## src/rtl/i2c_pkg.sv

```systemverilog
// i2c_pkg: definitions shared by the I2C transmit path (byte serializer and
// start/stop/SCL unit).
//   I2C_ADDR_W / I2C_BYTE_W : field widths on the bus
//   i2c_rw_e                : R/W bit encoding appended to the 7-bit address
//   i2c_state_e             : serializer state encoding
package i2c_pkg;

  localparam int I2C_ADDR_W = 7;
  localparam int I2C_BYTE_W = 8;

  typedef enum logic {
    I2C_WRITE = 1'b0,
    I2C_READ  = 1'b1
  } i2c_rw_e;

  typedef enum logic [2:0] {
    I2C_ST_IDLE       = 3'd0,
    I2C_ST_START_WAIT = 3'd1,
    I2C_ST_SHIFT      = 3'd2,
    I2C_ST_ACK        = 3'd3,
    I2C_ST_END        = 3'd4
  } i2c_state_e;

endpackage

```

## src/rtl/i2c_scl_edge.sv

```systemverilog
// i2c_scl_edge: registers the SCL returned by the start/stop unit and flags
// its transitions.
//   mclk, rst   : system clock, asynchronous active-high reset
//   scl_i       : SCL level
//   scl_rise    : high for the cycle in which a 0->1 transition is seen
//   scl_fall    : high for the cycle in which a 1->0 transition is seen
// The register resets to 1 (bus idle level) so no edge is reported on the
// first cycle after reset while SCL is high.
module i2c_scl_edge (
  input  logic mclk,
  input  logic rst,
  input  logic scl_i,
  output logic scl_rise,
  output logic scl_fall
);

  logic scl_q;

  always_ff @(posedge mclk or posedge rst) begin
    if (rst) begin
      scl_q <= 1'b1;
    end else begin
      scl_q <= scl_i;
    end
  end

  assign scl_fall = scl_q & ~scl_i;
  assign scl_rise = ~scl_q & scl_i;

endmodule

```

## src/rtl/i2c_byte_serializer.sv

```systemverilog
// i2c_byte_serializer: feeds an I2C write transaction to the start/stop unit.
// Accepts {address, length}, holds busy for the whole transaction, shifts the
// address byte (R/W = write) and the data bytes MSB first onto SDA on SCL
// falling edges, releases SDA in each ACK slot and samples the slave ACK on
// the SCL rising edge.
//   mclk, rst              : system clock, asynchronous active-high reset
//   cmd_valid/ready/addr/len : transaction request (len saturates to MAX_BYTES)
//   wr_valid/ready/data    : data byte stream, wr_ready pulses when consumed
//   scl_i, sda_i           : SCL from start/stop unit, SDA readback
//   busy                   : transaction in progress (to start/stop unit)
//   sda_o, sda_oe          : serial data and its drive enable
//   done, nack             : end-of-transaction pulse, sticky error flag
// Build option: define I2C_NACK_ABORT_EN to end the transaction at the first
// NACKed byte instead of sending the remaining bytes.
module i2c_byte_serializer
  import i2c_pkg::*;
#(
  parameter int MAX_BYTES = 4,
  parameter int LEN_W     = $clog2(MAX_BYTES + 1)
) (
  input  logic                  mclk,
  input  logic                  rst,
  input  logic                  cmd_valid,
  output logic                  cmd_ready,
  input  logic [I2C_ADDR_W-1:0] cmd_addr,
  input  logic [LEN_W-1:0]      cmd_len,
  input  logic                  wr_valid,
  output logic                  wr_ready,
  input  logic [I2C_BYTE_W-1:0] wr_data,
  input  logic                  scl_i,
  input  logic                  sda_i,
  output logic                  busy,
  output logic                  sda_o,
  output logic                  sda_oe,
  output logic                  done,
  output logic                  nack
);

  localparam logic [2:0] S_IDLE       = 3'(I2C_ST_IDLE);
  localparam logic [2:0] S_START_WAIT = 3'(I2C_ST_START_WAIT);
  localparam logic [2:0] S_SHIFT      = 3'(I2C_ST_SHIFT);
  localparam logic [2:0] S_ACK        = 3'(I2C_ST_ACK);
  localparam logic [2:0] S_END        = 3'(I2C_ST_END);

  function automatic logic [LEN_W-1:0] sat_len(input logic [LEN_W-1:0] len);
    if (len > LEN_W'(MAX_BYTES)) begin
      return LEN_W'(MAX_BYTES);
    end
    return len;
  endfunction

  logic [2:0]            state;
  logic [2:0]            bit_cnt;
  logic [LEN_W-1:0]      remaining;
  logic [I2C_BYTE_W-1:0] shreg;
  logic                  scl_rise;
  logic                  scl_fall;
  logic                  addr_load;
  logic                  bit_shift;
  logic                  byte_load;

  i2c_scl_edge u_scl_edge (
    .mclk     (mclk),
    .rst      (rst),
    .scl_i    (scl_i),
    .scl_rise (scl_rise),
    .scl_fall (scl_fall)
  );

  // Gated with rst so the request is refused for the whole reset pulse.
  assign cmd_ready = (state == S_IDLE) & ~rst;

  assign addr_load = (state == S_IDLE) & cmd_valid;
  assign bit_shift = scl_fall & ((state == S_START_WAIT) |
                                 ((state == S_SHIFT) & (bit_cnt != 3'd0)));

  // A byte is taken only on the fall that closes an ACK slot, so wr_valid is
  // ignored everywhere else. wr_data is captured on the clock edge that ends
  // this cycle, which is the cycle wr_ready is high.
  always_comb begin
    byte_load = 1'b0;
    if ((state == S_ACK) && scl_fall && (remaining != '0) && wr_valid) begin
      byte_load = 1'b1;
    end
`ifdef I2C_NACK_ABORT_EN
    // Any earlier NACK would already have ended the transaction, so a set
    // flag here means the slot just closing was NACKed.
    if (nack) begin
      byte_load = 1'b0;
    end
`else
`endif
  end

  assign wr_ready = byte_load;

  // Shift register holds the bits still to be driven, MSB aligned.
  always_ff @(posedge mclk) begin
    if (addr_load) begin
      shreg <= {cmd_addr, I2C_WRITE};
    end else if (byte_load) begin
      shreg <= {wr_data[I2C_BYTE_W-2:0], 1'b0};
    end else if (bit_shift) begin
      shreg <= {shreg[I2C_BYTE_W-2:0], 1'b0};
    end
  end

  always_ff @(posedge mclk or posedge rst) begin
    if (rst) begin
      state     <= S_IDLE;
      bit_cnt   <= 3'd0;
      remaining <= '0;
      busy      <= 1'b0;
      sda_o     <= 1'b1;
      sda_oe    <= 1'b0;
      done      <= 1'b0;
      nack      <= 1'b0;
    end else begin
      done <= 1'b0;
      case (state)
        S_IDLE: begin
          if (cmd_valid) begin
            remaining <= sat_len(cmd_len);
            nack      <= 1'b0;
            busy      <= 1'b1;
            state     <= S_START_WAIT;
          end
        end
        S_START_WAIT: begin
          if (scl_fall) begin
            sda_oe  <= 1'b1;
            sda_o   <= shreg[I2C_BYTE_W-1];
            bit_cnt <= 3'd7;
            state   <= S_SHIFT;
          end
        end
        S_SHIFT: begin
          // bit_cnt counts bits not yet driven; the fall after the last one
          // opens the ACK slot.
          if (scl_fall) begin
            if (bit_cnt != 3'd0) begin
              sda_o   <= shreg[I2C_BYTE_W-1];
              bit_cnt <= bit_cnt - 3'd1;
            end else begin
              sda_oe <= 1'b0;
              sda_o  <= 1'b1;
              state  <= S_ACK;
            end
          end
        end
        S_ACK: begin
          if (scl_rise && sda_i) begin
            nack <= 1'b1;
          end
          if (scl_fall) begin
            if (byte_load) begin
              sda_oe    <= 1'b1;
              sda_o     <= wr_data[I2C_BYTE_W-1];
              remaining <= remaining - LEN_W'(1);
              bit_cnt   <= 3'd7;
              state     <= S_SHIFT;
            end else begin
              // Bytes still owed but not taken: underflow (or abort, where
              // nack is already set).
              if (remaining != '0) begin
                nack <= 1'b1;
              end
              busy  <= 1'b0;
              done  <= 1'b1;
              state <= S_END;
            end
          end
        end
        S_END: begin
          state <= S_IDLE;
        end
        default: begin
          state <= S_IDLE;
        end
      endcase
    end
  end

endmodule

```

## config.mk

```make
export PLATFORM = sky130hd
export DESIGN_NAME = i2c_byte_serializer
export DESIGN_NICKNAME = d
export VERILOG_FILES = /design/src/rtl/i2c_pkg.sv /design/src/rtl/i2c_scl_edge.sv /design/src/rtl/i2c_byte_serializer.sv
export SDC_FILE = /design/constraint.sdc
export NUM_CORES = 1
export LEC_CHECK = 0
export ABC_AREA = 1
export BUFFER_PORTS_ARGS = -buffer_cell sky130_fd_sc_hd__clkbuf_2
export CORE_MARGIN = 2
export CORE_UTILIZATION = 55
export CTS_BUF_LIST = sky130_fd_sc_hd__clkbuf_8
export CTS_CLUSTER_DIAMETER = 120
export DETAILED_ROUTE_END_ITERATION = 8
export GPL_TIMING_DRIVEN = 0
export PLACE_DENSITY = 0.88
export SYNTH_ARGS = -nofsm -noshare
export SYNTH_HDL_FRONTEND = slang
export SYNTH_SLANG_ARGS = --single-unit
export TNS_END_PERCENT = 5
```

## constraint.sdc

```tcl
create_clock -name mclk -period 4.91 [get_ports mclk]
set_input_delay 0.7365 -clock mclk [delete_from_list [all_inputs] [get_ports mclk]]
set_output_delay 0.7365 -clock mclk [all_outputs]
set_load 0.005 [all_outputs]
```

# --- After elaboration in Yosys (flattened, before gate mapping) ---
# Cells that the tools add are included.
word_totals:
  reg_bits: 22
  input_bits: 24
  wordCells: 102
op_classes:
  add_sub_neg: 2
  magnitude_cmp: 1
  eq_ne: 11
  muxes: 51
  n_bitwise: 10
  n_reduce_logical: 17
ops:
  columns: ["operator", "n"]
  rows:
  - ["3-bit two-way mux", 16]
  - ["1-bit two-way mux", 25]
  - ["8-bit two-way mux", 3]
  - ["2-bit inequality test (second input constant)", 7]
  - ["3-bit case mux with 4 select lines", 1]
  - ["6-bit AND reduction", 2]
  - ["3-bit nonzero test", 4]
  - ["5-bit AND reduction", 2]
  - ["3-bit case mux with 3 select lines", 1]
  - ["4-bit AND reduction", 2]
  - ["1-bit bitwise AND", 6]
  - ["3-bit by 2-bit equality test with 1-bit output (second input constant)", 2]
  - ["1-bit case mux with 3 select lines", 2]
  - ["3-bit case mux with 2 select lines", 1]
  - ["3-bit by 1-bit subtractor with 3-bit output (second input constant)", 2]
  - ["1-bit logical AND", 4]
  - ["1-bit case mux with 2 select lines", 2]
  - ["3-bit by 1-bit equality test with 1-bit output (second input constant)", 1]
  - ["3-bit greater-than comparator (second input constant)", 1]
  - ["3-bit logical NOT", 1]
  - ["1-bit NOT", 3]
  - ["2-bit by 1-bit inequality test with 1-bit output (second input constant)", 1]
  - ["2-bit AND reduction", 1]
  - ["2-bit nonzero test", 1]
  - ["1-bit OR", 1]

# --- Depth between registers and ports, before layout ---
# Gate-level depths: netlist (run 1).
logic_depth:
  word_depth: 9
  ltp_mapped: 11
  depth_no_buf: 11

# --- Hierarchy ---
# From an unflattened synthesis (run 1), not the netlist that was laid out.
hier_totals:
  cells_unflattened: 168
  hier_area_um2: 1403.8
modules_own_cells:
  columns: ["module", "instances", "cells_per_inst", "area_per_inst_um2", "seq_area_each_um2"]
  rows:
  - ["i2c_byte_serializer", 1, 162, 1358.8, 561.8]
  - ["i2c_scl_edge", 1, 6, 45.0, 26.3]

# --- Worst setup path before layout (run 1) ---
# No wires, ideal clock.
synth_path:
  path_type: "in2out"
  start: "input scl_i"
  end: "output wr_ready"
  t_arrival_ns: 1.261
  setup_slack_ns: 2.913
  stages: 5
  n_path_buf: 0
  cell_sequence: "inv_1 > nand2_1 > inv_1 > nand3_4 > clkinv_1"
synth_between:
  elab_chain_cells: 6
synth_rtl:
  columns: ["item", "line_no", "source"]
  rows:
  - ["start, declared", "i2c_byte_serializer.sv:30", "input logic scl_i,"]
  - ["1-bit NOT", "i2c_scl_edge.sv:27", "assign scl_fall = scl_q & ~scl_i;"]
  - ["1-bit bitwise AND", "i2c_scl_edge.sv:27", null]
  - ["1-bit logical AND (3 in a row)", "i2c_byte_serializer.sv:82", "if ((state == S_ACK) && scl_fall && (remaining != '0) && wr_valid) begin"]
  - ["1-bit two-way mux", "i2c_byte_serializer.sv:82", null]
  - ["end, declared", "i2c_byte_serializer.sv:28", "output logic wr_ready,"]
# Every way passes these cells.

# --- Worst setup path in the final report (run 1) ---
layout_path:
  start: "register remaining[0]"
  end: "output wr_ready"
layout_between:
  elab_chain_cells: 4
layout_rtl:
  columns: ["item", "line_no", "source"]
  rows:
  - ["start, declared", "i2c_byte_serializer.sv:54", "logic [LEN_W-1:0] remaining;"]
  - ["start signal, assigned", "i2c_byte_serializer.sv:123", "remaining <= sat_len(cmd_len);"]
  - ["start signal, assigned", "i2c_byte_serializer.sv:159", "remaining <= remaining - LEN_W'(1);"]
  - ["3-bit nonzero test", "i2c_byte_serializer.sv:82", null]
  - ["1-bit logical AND (2 in a row)", "i2c_byte_serializer.sv:82", null]
  - ["1-bit two-way mux", "i2c_byte_serializer.sv:82", null]
# Every way passes these cells.

==> metrics.txt, run 1 <==
worst path bufs/invs=5; syn_nets=209; fin area=around 0.0016 mm2; post-synth top area cell=dfrtp_1; hpwl dp=2.028 mm; largest cells by area after synthesis=dfrtp_1 24%, nand2_1 20%, edfxtp_1 16%; CP Cell Sequence=inv_1 -> ha_1 -> ha_1 -> inv_1 -> nand2_1 -> inv_1 -> nand3_4 -> clkinv_1 -> clkbuf_2; fin util=a little over two thirds; fraction of registers with async set/reset=68.18%; fin. max-slew vios=0; CTS Sinks=22; most frequent cell after synthesis=nand2_1; vias in the first global route=1141; Cell Area, Synth=approximately 0.0013 mm2; grt ovf=0; largest net degree at the start of global routing=16; non-filler instance count after layout=~240; layout cell share with drive strength beyond 1=21.86%; Setup-failing EPs final=0; Yosys reg bits=22; minimum clock period=2.479 ns; crit path kind=reg -> out; Startpoint Class=flip-flop; Worst path max stage delay=around 0.37 ns; area share of the largest cell type after synthesis=24.14%; Total Power=about 0.88 mW; Worst-Skew Late Latency=0.26 ns; # rows=17; Seq/Total Area, Yosys=~44%; status=completed; Worst Path Max Fanout=8; Post-synth EDFFs=7; worst slew pin tran=0.5643 ns; DRC=0; Clock Root Buffer=clkbuf_8; Setup Skew=0.001472 ns; final hold vios=0; die area=around 0.0029 mm2; Die Ht=53.50 um; ys flop type=dfrtp_1; Total Wirelength=2.516 mm; RSZ-0062 raised after global routing=no; placed cells=~240; Die X=between 50 and 60 um; P_leak=around 0.91 nW; Inserted Clock Buffers=3; n_diodes=0; Detail Route Antenna Nets=0; pwr/cell area=557.8 mW/mm2; Crit path max-delay family=buffers and inverters; first-pass GRT wire length=4.498 mm; Yosys Warn Count=0; synthesized area per cell=~7.4 um2; CP Capture Type=output pin; # H-tree levels=1; worst endpoint required time=4.17 ns; Maximum Capacitance Violations=0; Hold WC Path Type=reg -> reg; IO Port Bufs=30; Synth Instances=181; # IOs=31; gpl congestion=just over 0.8; Layout Nets=approximately 240; # hold bufs at CTS=0; Post-CTS Setup Repair Bufs=0; f_max=0.4034 GHz; Fillers=213; CTS tree=built; Area growth syn-to-layout=17.08%; initial core utilization=59.77%; worst reg2reg setup slack=2.98 ns; GR Util All Layers=a little over a fifth; placed cell area=around 0.0015 mm2; most used cell, CP=inv_1; via/cell ratio=4.877; vias=approximately 1200; distinct cell type count after synthesis=23; CP Data Arrival Time=between 1.5 and 2 ns; Setup TNS Final=0 ns; synth cell count leaders=71 x nand2_1, 30 x inv_1, 22 x nand3_1; TritonRoute pass-1 iters=5; Tcrit/Tclk final=around 50%; Worst VDD drop=~0.38 mV; Post-CTS Resized=0; wire per inst=roughly 10 um; initial antenna violation count=0; Worst slew margin=62.34%; Critical-path top delay cell=dfrtp_1; Clock Tree Buf Depth=2; CORE AREA=around 0.0023 mm2; number of DRC violations after detailed-routing iteration 0=20; clk slew on worst S/H paths=0.08 ns
## cell families after synthesis
| group | count (synthesis) | share of synthesized area, % |
|---|---|---|
| compound gates | 8 | 3.156 |
| xor+xnor | 1 | 0.6501 |
| fa+ha+maj | 4 | 3.714 |
| buf+inv | 35 | 10.58 |
| flops | 22 | 43.64 |
| simple gates | 111 | 38.26 |
## layout by cell type, fill, tap and decap left out
| master | n |
|---|---|
| nand2_1 | 71 |
| inv_1 | 31 |
| clkbuf_2 | 30 |
| nand3_1 | 22 |
| dfrtp_1 | 13 |
| nor2_1 | 7 |
| edfxtp_1 | 7 |
| o21ai_0 | 5 |
| nand2_2 | 4 |
| ha_1 | 4 |
| nand4_1 | 3 |
| clkbuf_8 | 3 |
| nor2_8 | 2 |
| dfstp_2 | 2 |
| buf_2 | 1 |
| nor2_4 | 1 |
| o21a_1 | 1 |
| o21ai_1 | 1 |
| inv_4 | 1 |
| nand3_4 | 1 |
| inv_2 | 1 |
| a21oi_1 | 1 |
| buf_6 | 1 |
| xnor2_1 | 1 |
| clkinv_1 | 1 |
## worst paths after layout
path | from | endpoint | cells after the start
max | remaining[0] | wr_ready | 9
min | sda_o | sda_o | 2
max reg2reg | remaining[0] | shreg[6] | 10
min reg2reg | sda_o | sda_o | 2
max in group asynchronous | rst | u_scl_edge.scl_q | 2
min in group asynchronous | rst | state[1] | 2
## metal layers
layer  track usage [%]  vias up  wire length (um)
li1                  -      628                 -
met2             38.68       37              1257
met1             25.18      518              1117
met4             5.983        0                19
met3             2.260        2               123
met5                 0        -                 0
## worst reg2reg max path, delay by kind of cell (launching register included)
family,cells,cell delay (ns)
simple gates,4,0.55
flops,1,0.37
fa+ha+maj,2,0.36
buf+inv,4,0.32
## final cells by class
type | count | area [um2] | area share [%]
Multi-Input combinational cell | 124 | 616.8 | 39.10
Sequential cell | 22 | 588.1 | 37.27
Timing Repair Buffer | 30 | 150.1 | 9.516
Inverter | 33 | 126.4 | 8.010
Clock buffer | 3 | 41.29 | 2.617
Tap cell | 28 | 35.03 | 2.220
Buffer | 2 | 16.27 | 1.031
Clock inverter | 1 | 3.754 | 0.2379
## registers in the layout, indices dropped and copies added (netlist names), 3 cells and up
register,cells
shreg,7
state,3
bit_cnt,3
remaining,3
## stage by stage
step                hold WS, ns  setup WS [ns]
detailed placement       0.4558          2.536
CTS                      0.4690          2.427
global placement         0.4565          2.529
global route             0.4967          2.328
floorplan                0.4486          2.913
finish                   0.4669          2.431
## where the power goes
group          switching (mW)  internal (mW)  leakage, nW  total (mW)
clock network          0.0577         0.0558       0.0269       0.113
registers              0.0413          0.283        0.246       0.325
logic                   0.278          0.164        0.640       0.442
(Power assumes the default switching activity.)
==> inputs of run 2 (changes only) <==
--- a/config.mk
+++ b/config.mk
@@ -5,15 +5,15 @@
 export SDC_FILE = /design/constraint.sdc
 export NUM_CORES = 1
 export LEC_CHECK = 0
-export ABC_AREA = 1
+export ABC_AREA = 0
 export BUFFER_PORTS_ARGS = -buffer_cell sky130_fd_sc_hd__clkbuf_2
 export CORE_MARGIN = 2
-export CORE_UTILIZATION = 55
+export CORE_UTILIZATION = 49
 export CTS_BUF_LIST = sky130_fd_sc_hd__clkbuf_8
 export CTS_CLUSTER_DIAMETER = 120
 export DETAILED_ROUTE_END_ITERATION = 8
 export GPL_TIMING_DRIVEN = 0
-export PLACE_DENSITY = 0.88
+export PLACE_DENSITY = 0.85
 export SYNTH_ARGS = -nofsm -noshare
 export SYNTH_HDL_FRONTEND = slang
 export SYNTH_SLANG_ARGS = --single-unit
==> constraint.sdc (replaced) <==
create_clock -name mclk -period 2.05 [get_ports mclk]
set_input_delay 0.3075 -clock mclk [delete_from_list [all_inputs] [get_ports mclk]]
set_output_delay 0.3075 -clock mclk [all_outputs]
set_load 0.005 [all_outputs]
==> metrics.txt, run 2 <==
crit path launch=remaining[0]; Yosys reg bits=22; fin util=just under 70%; via/cell ratio=5.811; TritonRoute pass-1 iters=5; distinct cell type count after synthesis=41; Reg power frac=a little under two fifths; Clock Tree Buf Depth=2; GR Util All Layers=22.27%; Cell Area, Synth=approximately 0.0012 mm2; final hold vios=0; crit path kind=reg -> out; hpwl dp=1.914 mm; Crit Reg-Reg Startpoint=remaining[0]; largest cells by area after synthesis=dfrtp_1 27%, edfxtp_1 17%, a22o_1 5.1%; placed cells=173; CORE AREA=roughly 0.0023 mm2; Die X=approximately 54 um; Total Wirelength=around 3 mm; die area=0.002875 mm2; switching share of power=35.31%; Yosys Warn Count=0; RSZ-0062 raised after global routing=yes; Setup-failing EPs final=0; vias in the first global route=between 1000 and 1500; Maximum Capacitance Violations=0; Worst slew margin=~59%; Post-synth EDFFs=7; Worst-Skew Late Latency=0.26 ns; Largest Register=shreg; Die Ht=53.62 um; synthesized area per cell=between 10 and 15 um2; most frequent cells in the layout=29 x clkbuf_2, 13 x dfrtp_1, 8 x buf_4, 8 x inv_1; Area growth syn-to-layout=29.88%; Hold WC Path Type=in -> async; Layout Nets=approximately 190; CTS tree=built; DRC=0; first-pass GRT wire length=~4.6 mm; fin. max-slew vios=0; IO Port Bufs=30; worst slew pin tran=~0.61 ns; Synth Instances=115; clock power share=19.8%; area of the multi-input gates=around 600 um2; Setup TNS Final=0 ns; Setup Skew=roughly 0.0035 ns; f_max=0.4883 GHz; n_diodes=0; Power Internal=about 1.3 mW; syn_nets=approximately 140; Largest register FFs=7; worst endpoint required time=between 1.5 and 2 ns; Worst Path Max Fanout=6; grt ovf=0; crit path to=wr_ready; clk slew on worst S/H paths=0.08 ns; # H-tree levels=1; initial core utilization=53.00%; P_leak=0.7488 nW; Inserted Clock Buffers=3; pwr/cell area=1310 mW/mm2; Switch Pwr=~0.72 mW; worst-case reg-to-reg path depth=9; fraction of registers with async set/reset=between 60 and 70%; hold slack=between 0.1 and 0.15 ns; layout cell share with drive strength beyond 1=a little under two fifths; post-synth top area cell=dfrtp_1; combinational power share=42.4%; largest net degree at the start of global routing=16; worst reg2reg setup slack=0.04 ns; Register Area=about 590 um2; Detail Route Antenna Nets=0; synth cell count leaders=13 x dfrtp_1, 10 x inv_1; most common cell after layout, fill and taps aside=clkbuf_2; Startpoint Class=flip-flop; non-filler instance count after layout=185; Worst VDD drop=0.7908 mV; most frequent cell after synthesis=dfrtp_1; minimum clock period=about 2.0 ns; status=completed; ys flop type=dfrtp_1; Clock Root Buffer=clkbuf_8; CP Capture Type=output pin; gpl congestion=about 0.80; # rows=17; area share of the largest cell type after synthesis=26.97%; Fillers=around 160; Seq/Total Area, Yosys=48.76%; # IOs=31; Critical R2R Capture=shreg[1]; vias=around 1100; number of DRC violations after detailed-routing iteration 0=43; initial antenna violation count=0; Tcrit/Tclk final=99.89%; CP Data Arrival Time=around 1.7 ns; wire per inst=16.06 um; CTS Sinks=22
## run 2: cells by family after synthesis
logic type,Yosys count,synth area share (%)
buffers and inverters,14,5.394
adders and majority gates,4,4.150
muxes,2,1.763
DFF,22,48.75
and+or+nand+nor,36,16.60
AOI/OAI and AO/OA,37,23.34
## run 2: worst min-delay path by stage
stage,from,end,cells past startpoint
floorplan,rst,bit_cnt[0],1
global placement,rst,bit_cnt[2],2
detailed placement,rst,done,2
global route,rst,state[0],2
finish,rst,remaining[0],2
CTS,rst,state[1],2
## run 2: area by class of cell
| cell class | count | area share [%] |
|---|---|---|
| buffer | 4 | 1.997 |
| clock buffer | 3 | 2.636 |
| clock inverter | 1 | 1.917 |
| inverter | 10 | 2.396 |
| multi-input combinational | 79 | 37.22 |
| sequential | 22 | 37.54 |
| tap | 28 | 2.236 |
| timing repair buffer | 38 | 14.06 |
## run 2: timing repair
item,in CTS,in global routing
hold buffers,0,0
setup endpoints to repair,8,1
pin swaps,2,4
gates cloned,0,0
gates resized for setup,9,2
buffers inserted,0,8
## run 2: stage by stage
step / cell area (um2) / setup WS (ns) / power, mW
after floorplan: 1206 / 0.1270 / 1.293
after global placement: 1391 / -0.09017 / 1.452
after detailed placement: 1391 / -0.1164 / 1.509
after CTS: 1496 / -0.02783 / 1.983
after global routing: 1567 / -0.04896 / 2.182
final: 1567 / 0.002241 / 2.052
## run 2: metal layers
layer  share of wire, %  track usage (%)  vias to the layer above
li1                   -                -                      499
met1                 40            30.22                      516
met2                 50            35.39                       49
met3                6.2            3.333                       11
met4                3.6            9.829                        0
met5                  0                0                        -
## run 2: power by group through the flow
stage	clock (mW)	combinational (mW)	sequential [mW]
6_report	0.406	0.871	0.775
2_1_floorplan	0	0.551	0.742
3_5_place_dp	0	0.741	0.768
4_1_cts	0.408	0.811	0.765
3_3_place_gp	0	0.701	0.751
5_1_grt	0.424	0.965	0.793
## run 2: critical path, stage by stage (launching register included)
cell and delay, ns:
dfrtp_1 0.38, inv_2 0.06, ha_4 0.16, ha_4 0.15, and2b_2 0.27, and3_4 0.23, buf_8 0.12, buf_6 0.09
==> inputs of run 3 (changes only) <==
--- a/config.mk
+++ b/config.mk
@@ -10,10 +10,11 @@
 export CORE_MARGIN = 2
 export CORE_UTILIZATION = 49
 export CTS_BUF_LIST = sky130_fd_sc_hd__clkbuf_8
-export CTS_CLUSTER_DIAMETER = 120
+export CTS_CLUSTER_DIAMETER = 100
 export DETAILED_ROUTE_END_ITERATION = 8
 export GPL_TIMING_DRIVEN = 0
 export PLACE_DENSITY = 0.85
+export RECOVER_POWER = 25
 export SYNTH_ARGS = -nofsm -noshare
 export SYNTH_HDL_FRONTEND = slang
 export SYNTH_SLANG_ARGS = --single-unit
==> metrics.txt, run 3 (synthesis results as in run 2) <==
fin area=around 0.0016 mm2; vias=approximately 1100; die area=~0.0029 mm2; Fillers=161; Area growth syn-to-layout=29.67%; TritonRoute pass-1 iters=4; hpwl dp=1.914 mm; Die X=53.62 um; Worst VDD drop=just under 0.8 mV; placed cell area=about 0.0014 mm2; Die Ht=between 50 and 60 um; CP Data Arrival Time=approximately 1.7 ns; # IOs=31; first-pass GRT wire length=4.581 mm; Post-Place Worst Slack=-0.1164 ns; minimum clock period=2.046 ns; Total Wirelength=approximately 3.0 mm; largest net degree at the start of global routing=16; area of the multi-input gates=583.1 um2; gpl congestion=around 0.8; Setup Skew=between 0.003 and 0.004 ns; vias in the first global route=~1000; most common cell after layout, fill and taps aside=clkbuf_2; status=completed; CTS Sinks=22; P_leak=around 0.74 nW; Startpoint Class=flip-flop; IO Port Bufs=30; Largest Register=shreg; final hold vios=0; initial antenna violation count=0; Post-Route M1 WL=~1.2 mm; uppermost layer routed=met4; CTS tree=built; Inserted Clock Buffers=3; Tcrit/Tclk final=between 90% and 100%; Worst slew margin=59.56%; layout cell share with drive strength beyond 1=between 30% and 40%; DRC=0; Clock Root Buffer=clkbuf_8; number of DRC violations after detailed-routing iteration 0=between 40 and 50; post-route setup slack=between 0.003 and 0.004 ns; wire per inst=around 16 um; Worst-Skew Late Latency=0.26 ns; Layout Nets=approximately 190; worst slew pin tran=slightly above 0.6 ns; Clock Tree Buf Depth=2; most frequent cells in the layout=27 x clkbuf_2, 13 x dfrtp_1, 8 x buf_4, 8 x inv_1; fin. max-slew vios=0; Largest register FFs=7; grt ovf=0; worst reg2reg setup slack=0.04 ns; CORE AREA=roughly 0.0023 mm2; Detail Route Antenna Nets=0; met3 WL post-DR=between 150 and 200 um; Register Area=roughly 590 um2; RSZ-0062 raised after global routing=yes; WL met2=~1.5 mm; Setup-failing EPs final=0; worst endpoint required time=about 1.7 ns; crit path kind=reg -> out; # rows=17; Maximum Capacitance Violations=0; initial core utilization=a little over half; pwr/cell area=roughly 1300 mW/mm2; f_max=0.4887 GHz; n_diodes=0; GR Util All Layers=between 20 and 25%; # H-tree levels=1; # hold bufs at CTS=0; Worst Path Max Fanout=6; via/cell ratio=a little under 6; clk slew on worst S/H paths=~0.080 ns; CP Capture Type=output pin; Hold WC Path Type=in -> async
## run 3: path summary, 6_finish.rpt
check,start,endpoint,cells past startpoint
max in group asynchronous,rst,busy,2
worst min register to register,sda_o,sda_o,2
worst min-delay path,rst,remaining[0],2
worst max register to register,remaining[0],shreg[1],9
worst max-delay path,remaining[0],wr_ready,7
min in group mclk,scl_i,u_scl_edge.scl_q,1
## run 3: routing by layer
metal / track usage, % / up-vias
li1: - / 498
met1: 30.22 / 528
met2: 35.39 / 53
met3: 3.333 / 11
met4: 9.829 / 0
met5: 0 / -
## run 3: repair_timing
action	in CTS	in global routing
endpoints found under the setup margin	8	1
pin swaps	2	4
gates resized for setup	9	2
hold endpoints to repair	0	0
buffers inserted	0	8
## run 3: where the power goes
part           internal (mW)  total, mW  switching, mW  leakage, nW
logic                  0.404      0.873          0.469        0.471
clock network          0.261      0.407          0.146       0.0357
registers              0.662      0.775          0.113        0.236
total                   1.33       2.05          0.728        0.743
## run 3: critical path, stage by stage (launching register included)
cell	delay (ns)
dfrtp_1	0.38
inv_2	0.06
ha_4	0.16
ha_4	0.15
and2b_2	0.27
and3_4	0.23
buf_8	0.12
buf_6	0.09
## run 3: stage by stage
stage | utilization [%] | power (mW) | TNS (ns) | hold WS [ns] | cells
2_1_floorplan | - | 1.293 | 0 | 0.2075 | 115
3_3_place_gp | 61.13 | 1.452 | -0.6305 | 0.3757 | 173
3_5_place_dp | 61.13 | 1.509 | -0.8145 | 0.3973 | 173
4_1_cts | 65.75 | 1.983 | -0.02783 | 0.1078 | 177
5_1_grt | 68.72 | 2.181 | -0.1013 | 0.1646 | 185
6_report | 68.72 | 2.055 | 0 | 0.09995 | 185
## run 3: cell type report
class | instances | share of cell area [%]
clock buffers | 3 | 2.640
repair buffers | 38 | 13.92
inverters | 10 | 2.400
multi-input cells | 79 | 37.28
well taps | 28 | 2.240
flip-flops and latches | 22 | 37.60
plain buffers | 4 | 2.000
clock inverters | 1 | 1.920
